`config.mk`:
```
export PLATFORM = sky130hd
export DESIGN_NAME = seq_mult_div
export DESIGN_NICKNAME = d
export VERILOG_FILES = /design/src/rtl/seq_mult_div.sv
export SDC_FILE = /design/constraint.sdc
export NUM_CORES = 1
export LEC_CHECK = 0
export ABC_AREA = 1
export CORE_MARGIN = 2
export CORE_UTILIZATION = 62
export CTS_CLUSTER_DIAMETER = 60
export CTS_CLUSTER_SIZE = 8
export DETAILED_ROUTE_END_ITERATION = 16
export PLACE_DENSITY = 0.87
export SLEW_MARGIN = 20
export SYNTH_ARGS = -nofsm -noshare
export SYNTH_HDL_FRONTEND = slang
export SYNTH_SLANG_ARGS = --single-unit
```
`constraint.sdc`:
```
create_clock -name clk -period 6.1 [get_ports clk]
set_clock_uncertainty 0.15 [all_clocks]
set_input_delay 0.915 -clock clk [delete_from_list [all_inputs] [get_ports clk]]
set_output_delay 0.915 -clock clk [all_outputs]
set_load 0.005 [all_outputs]
```
`src/rtl/seq_mult_div.sv`:
```
// seq_mult_div: self-sequenced multi-cycle arithmetic unit.
// op=0 runs a radix-2 Booth signed multiply and op=1 runs a restoring unsigned
// divide. Each operation takes N iterations, one iteration per clock.
// A start/ready/done handshake sequences the unit. The result is held from
// one completed operation until the next one completes or is cleared.
module seq_mult_div #(
    parameter int N = 8
) (
    input  logic             clk,
    input  logic             rst,
    input  logic             clear,
    input  logic             start,
    input  logic             op,
    input  logic [N-1:0]     Q,
    input  logic [N-1:0]     M,
    output logic             ready,
    output logic             busy,
    output logic             done,
    output logic             div_by_zero,
    output logic [2*N-1:0]   result
);

    // The counter must hold the value N itself, so it needs clog2(N+1) bits.
    localparam int CW = $clog2(N + 1);
    // Packed working state: {A (N+1 bits), Q (N bits), q-1 (1 bit)}.
    localparam int SW = 2 * N + 2;

    typedef enum logic [1:0] {
        ST_IDLE = 2'd0,
        ST_CALC = 2'd1,
        ST_DZ   = 2'd2,
        ST_DONE = 2'd3
    } state_t;

    state_t            state_r;
    logic [CW-1:0]     cnt_r;
    logic [N:0]        a_r;
    logic [N-1:0]      q_r;
    logic              qm1_r;
    logic [N-1:0]      m_r;
    logic              op_r;
    logic              dz_r;
    logic              ready_r;
    logic              busy_r;
    logic              done_r;
    logic              div_by_zero_r;
    logic [2*N-1:0]    result_r;
    logic [SW-1:0]     step_s;

    // One Booth iteration: add or subtract M based on {Q0, q-1}, then shift the
    // whole {A,Q,q-1} register right arithmetically. A is one bit wider than M,
    // so the case -2^(N-1) * -2^(N-1) cannot overflow.
    function automatic logic [SW-1:0] booth_step(
        input logic [N:0]   a,
        input logic [N-1:0] q,
        input logic         qm1,
        input logic [N-1:0] m
    );
        logic [N:0]    m_ext;
        logic [N:0]    a_sum;
        logic [SW-1:0] full;
        m_ext = {m[N-1], m};
        case ({q[0], qm1})
            2'b10:   a_sum = a - m_ext;
            2'b01:   a_sum = a + m_ext;
            default: a_sum = a;
        endcase
        full = {a_sum, q, qm1};
        return {full[SW-1], full[SW-1:1]};
    endfunction

    // One restoring-divide iteration: shift {A,Q} left and try A-M.
    // If the trial result is negative, keep the shifted A and set Q0=0.
    // Otherwise keep the trial result and set Q0=1.
    // A stays below M between iterations, so A[N] is always zero on entry.
    // The returned q-1 slot is unused for divide and is forced to zero.
    function automatic logic [SW-1:0] div_step(
        input logic [N:0]   a,
        input logic [N-1:0] q,
        input logic [N-1:0] m
    );
        logic [N:0]   a_sh;
        logic [N-1:0] q_sh;
        logic [N:0]   trial;
        a_sh  = {a[N-1:0], q[N-1]};
        q_sh  = {q[N-2:0], 1'b0};
        trial = a_sh - {1'b0, m};
        if (trial[N]) begin
            return {a_sh, q_sh, 1'b0};
        end else begin
            return {trial, q_sh[N-1:1], 1'b1, 1'b0};
        end
    endfunction

    // Next working-register value for the operation currently in flight.
    always_comb begin
        step_s = '0;
        if (op_r) begin
            step_s = div_step(a_r, q_r, m_r);
        end else begin
            step_s = booth_step(a_r, q_r, qm1_r, m_r);
        end
    end

    // Control FSM, iteration counter, datapath registers and registered outputs.
    always_ff @(posedge clk or negedge rst) begin
        if (!rst) begin
            state_r       <= ST_IDLE;
            cnt_r         <= '0;
            a_r           <= '0;
            q_r           <= '0;
            qm1_r         <= 1'b0;
            m_r           <= '0;
            op_r          <= 1'b0;
            dz_r          <= 1'b0;
            ready_r       <= 1'b1;
            busy_r        <= 1'b0;
            done_r        <= 1'b0;
            div_by_zero_r <= 1'b0;
            result_r      <= '0;
        end else if (clear) begin
            // An abort drops the operation in flight and wipes the visible result.
            state_r       <= ST_IDLE;
            cnt_r         <= '0;
            dz_r          <= 1'b0;
            ready_r       <= 1'b1;
            busy_r        <= 1'b0;
            done_r        <= 1'b0;
            div_by_zero_r <= 1'b0;
            result_r      <= '0;
        end else begin
            // done is a single-cycle pulse; only the DONE exit raises it.
            done_r <= 1'b0;
            case (state_r)
                ST_IDLE: begin
                    if (start) begin
                        a_r     <= '0;
                        q_r     <= Q;
                        m_r     <= M;
                        qm1_r   <= 1'b0;
                        op_r    <= op;
                        cnt_r   <= CW'(N);
                        ready_r <= 1'b0;
                        if (op && (M == {N{1'b0}})) begin
                            dz_r    <= 1'b1;
                            busy_r  <= 1'b0;
                            state_r <= ST_DZ;
                        end else begin
                            dz_r    <= 1'b0;
                            busy_r  <= 1'b1;
                            state_r <= ST_CALC;
                        end
                    end else begin
                        ready_r <= 1'b1;
                        busy_r  <= 1'b0;
                        state_r <= ST_IDLE;
                    end
                end
                ST_CALC: begin
                    a_r   <= step_s[SW-1:N+1];
                    q_r   <= step_s[N:1];
                    qm1_r <= step_s[0];
                    cnt_r <= cnt_r - CW'(1);
                    if (cnt_r == CW'(1)) begin
                        busy_r  <= 1'b0;
                        state_r <= ST_DONE;
                    end else begin
                        busy_r  <= 1'b1;
                        state_r <= ST_CALC;
                    end
                end
                ST_DZ: begin
                    // Divide by zero yields remainder=dividend and quotient=all ones.
                    a_r     <= {1'b0, q_r};
                    q_r     <= {N{1'b1}};
                    state_r <= ST_DONE;
                end
                ST_DONE: begin
                    result_r      <= {a_r[N-1:0], q_r};
                    div_by_zero_r <= dz_r;
                    done_r        <= 1'b1;
                    ready_r       <= 1'b1;
                    busy_r        <= 1'b0;
                    state_r       <= ST_IDLE;
                end
                default: begin
                    ready_r <= 1'b1;
                    busy_r  <= 1'b0;
                    state_r <= ST_IDLE;
                end
            endcase
        end
    end

    assign ready       = ready_r;
    assign busy        = busy_r;
    assign done        = done_r;
    assign div_by_zero = div_by_zero_r;
    assign result      = result_r;

endmodule

```
==> run_results.csv <==
group,metric,value,unit
clock_tree,cts_hold_buf,0,
worst_setup_path,arrival,3.15,ns
timing,rsz0062_at_grt,"no",
worst_setup_path,critPathMaxStageDelay,0.46,ns
worst_setup_path,cpMostUsedCell,"a21oi_1",
global_routing,first_global_vias,3247,
power_and_ir_drop,fin_total_pwr,1.21,mW
worst_setup_path,critPathRequiredTime,6.20,ns
power_and_ir_drop,vdd_drop_max,0.000230,V
synth,synth_top_flop_cell,"dfrtp_1",
timing,holdWs,0.331,ns
timing,finalCriticalPeriod,3.04,ns
worst_setup_path,cp_max_fo,9,
synth,synth.most_common_cell,"nand2_1",
synth,async_flop_share,1.00,
route,post-route-drc-count,0,
cells_and_area,drive_gt1_frac,0.0752,
worst_setup_path,cp_slowest_cell,"ha_1",
synth,synth_edf_count,0,
cells_and_area,area_growth,13.4,%
clock_tree,cts_sinks,54,
die,core,5850,µm²
power_and_ir_drop,power.density,286,nW/µm²
power_and_ir_drop,p_leak,2.08,nW
timing,hold_violations,0,
synth,ys_seq_area_frac,0.363,
cells_and_area,layout.nets,581,
placed_design,gp_congestion,0.996,
timing,fmax,329,MHz
cells_and_area,final_core_util,0.723,
global_routing,grt_start_max_net_pins,55,
synth,syn_inst,500,
synth,syn_nets,550,
route,vias,3575,
outcome,status,"completed",
die,start_util,0.638,
timing,fin_crit_sh,0.499,
placed_design,hpwlAfterDp,7.13,mm
synth,netlist_area,3730,µm²
die,die-width,81.6,µm
clock_tree,post_cts_buffers,0,
route,via_per_inst,5.89,
flow_run,drv_cap,0,
route,drt_wl_total,9.37,mm
route,ant_nets,0,
global_routing,grt_overflow,0,
cells_and_area,fillers,478,
placed_design,placement.cell_area,4130,µm²
route,wl_per_cell,15.4,µm
cells_and_area,final_cell_area,4230,µm²
timing,slew_headroom,0.476,
synth,synth_top_area_share,0.356,
clock_tree,cts_tree,"yes",
synth,synth_area_leaders,"dfrtp_1 (36%), nand2_1 (12%), ha_1 (9.1%)",
worst_setup_path,cp-end-kind,"register",
synth,yosysTopAreaCell,"dfrtp_1",
synth,ys_seq_elements,54,
timing,worst_slew_pin_slew,0.787,ns
worst_setup_path,crit_buf_inv,3,
clock_tree,clk_latency,0.32,ns
route,dr.pass1.iters,5,
clock_tree,cts_resized,0,
synth,synthesis.yosys.warnings,0,
worst_setup_path,crit_chain,"inv_1 > ha_1 > inv_1 > fa_1 > nand4_1 > nand3_1 > a21oi_1 > o21bai_1 > ha_1 > inv_2 > a21oi_1 > o21ai_0 > a21oi_1 > o21ai_1 > o21ai_1",
cells_and_area,n_antenna_cell,0,
die,dieHeight,81.6,µm
hold_path,min_path_type,"register to register",
clock_tree,htreeDepth,2,
worst_setup_path,worstSetupPathType,"register to register",
route,first_iter_violations,355,
synth,synth.distinct_cells,40,
global_routing,grt_usage,0.304,
clock_tree,cts_root_buffer,"clkbuf_8",
clock_tree,ctsLongestPathBuffers,2,
global_routing,antenna_found_initial,0,
worst_setup_path,r2r_start,"q_r[7]",
synth,syn-mean-instance-area,7.46,µm²
timing,tns,0,ns
die,die-area,6650,µm²
clock_tree,cts_made_buffers,5,
worst_setup_path,path_delay_family,"adder cells",
die,io_pins,41,
timing,setup_viol,0,
placed_design,port_buffers,40,
die,num_rows,28,
timing,maxSlewViolCount,0,
worst_setup_path,worstSetupStartpointType,"register",
hold_path,hp-start,"ready",
worst_setup_path,cp-startpoint,"q_r[7]",
global_routing,grt_first_pass_wirelength,15.5,mm
clock_tree,clkTransAtPathRegs,0.11,ns
synth,ys_top_cells_by_count,"nand2_1 (123), dfrtp_1 (53), inv_1 (52), a21oi_1 (46), o21ai_1 (33)",
-- sequential cells by signal, summed over array words and instances, names as in the netlist, 2 cells and up --
signal / cells
m_r: 8
q_r: 8
result: 16
cnt_r: 4
a_r: 9
state_r: 2
-- per-layer routing --
metal	track usage	wire length, µm
met5	0	0
met4	0.0881	196
met3	0.0505	663
met2	0.488	4440
met1	0.424	4070
-- worst paths after layout --
check / cells past startpoint / slack (ns) / to
setup reg to reg: 15 / 3.06 / q_r[0]
hold reg to reg: 2 / 0.33 / ready
max in group asynchronous: 2 / 4.80 / result[1]
setup / recovery: 15 / 3.06 / q_r[0]
hold / removal: 2 / 0.33 / ready
min in group asynchronous: 2 / 0.55 / result[11]
-- report_power, final --
| group | internal (mW) | switching (mW) | total (mW) | leakage [nW] |
|---|---|---|---|---|
| clock network | 0.0856 | 0.139 | 0.224 | 0.0502 |
| logic | 0.183 | 0.339 | 0.522 | 1.32 |
| registers | 0.406 | 0.0583 | 0.464 | 0.707 |
-- stage by stage --
step,setup slack (ns),cells
6_report,3.06,607
3_3_place_gp,3.03,599
2_1_floorplan,3.49,500
3_5_place_dp,2.99,599
4_1_cts,3.12,607
5_1_grt,2.84,607
-- cells by family after synthesis --
family	count (synthesis)	share of synthesized area
adders and majority gates	29	0.101
buffers and inverters	89	0.0990
AOI/OAI and AO/OA	123	0.184
and+or+nand+nor	197	0.234
DFF	54	0.363
xor gates and xnor gates	8	0.0188
-- final cells by class --
type,count,area [µm²],area share
well taps,75,93.8,0.0222
clock buffers,5,68.8,0.0163
multi-input cells,357,2010,0.475
repair buffers,41,403,0.0953
inverters,72,273,0.0645
flip-flops and latches,54,1350,0.320
clock inverters,3,28.8,0.00681
-- layout by cell type, fill, tap and decap left out, types with 2 or more instances in the layout --
cell type and instances:
inv_2 18, a21oi_1 46, clkbuf_8 5, a31oi_1 2, nor3_1 2, xor2_1 7
nor4_1 3, fa_1 2, nor2_2 3, a22o_1 4, nor2_4 2, nand2_1 123
dfrtp_1 53, o32ai_1 2, clkinv_4 2, a32oi_1 2, a21oi_2 3, nor2_1 20
o21ai_0 20, nand3b_1 2, nand3_1 30, nand4_1 9, o211ai_1 3, clkdlybuf4s50_1 39
inv_1 52, ha_1 27, o21ai_1 33, nor2_8 2, o22ai_1 3
-- tightest hold or removal path, stage by stage, from the launching register on --
cell     delay [ns]
dfstp_2        0.38
nand2_1        0.05
nand2_1        0.05
(Power assumes the default switching activity.)
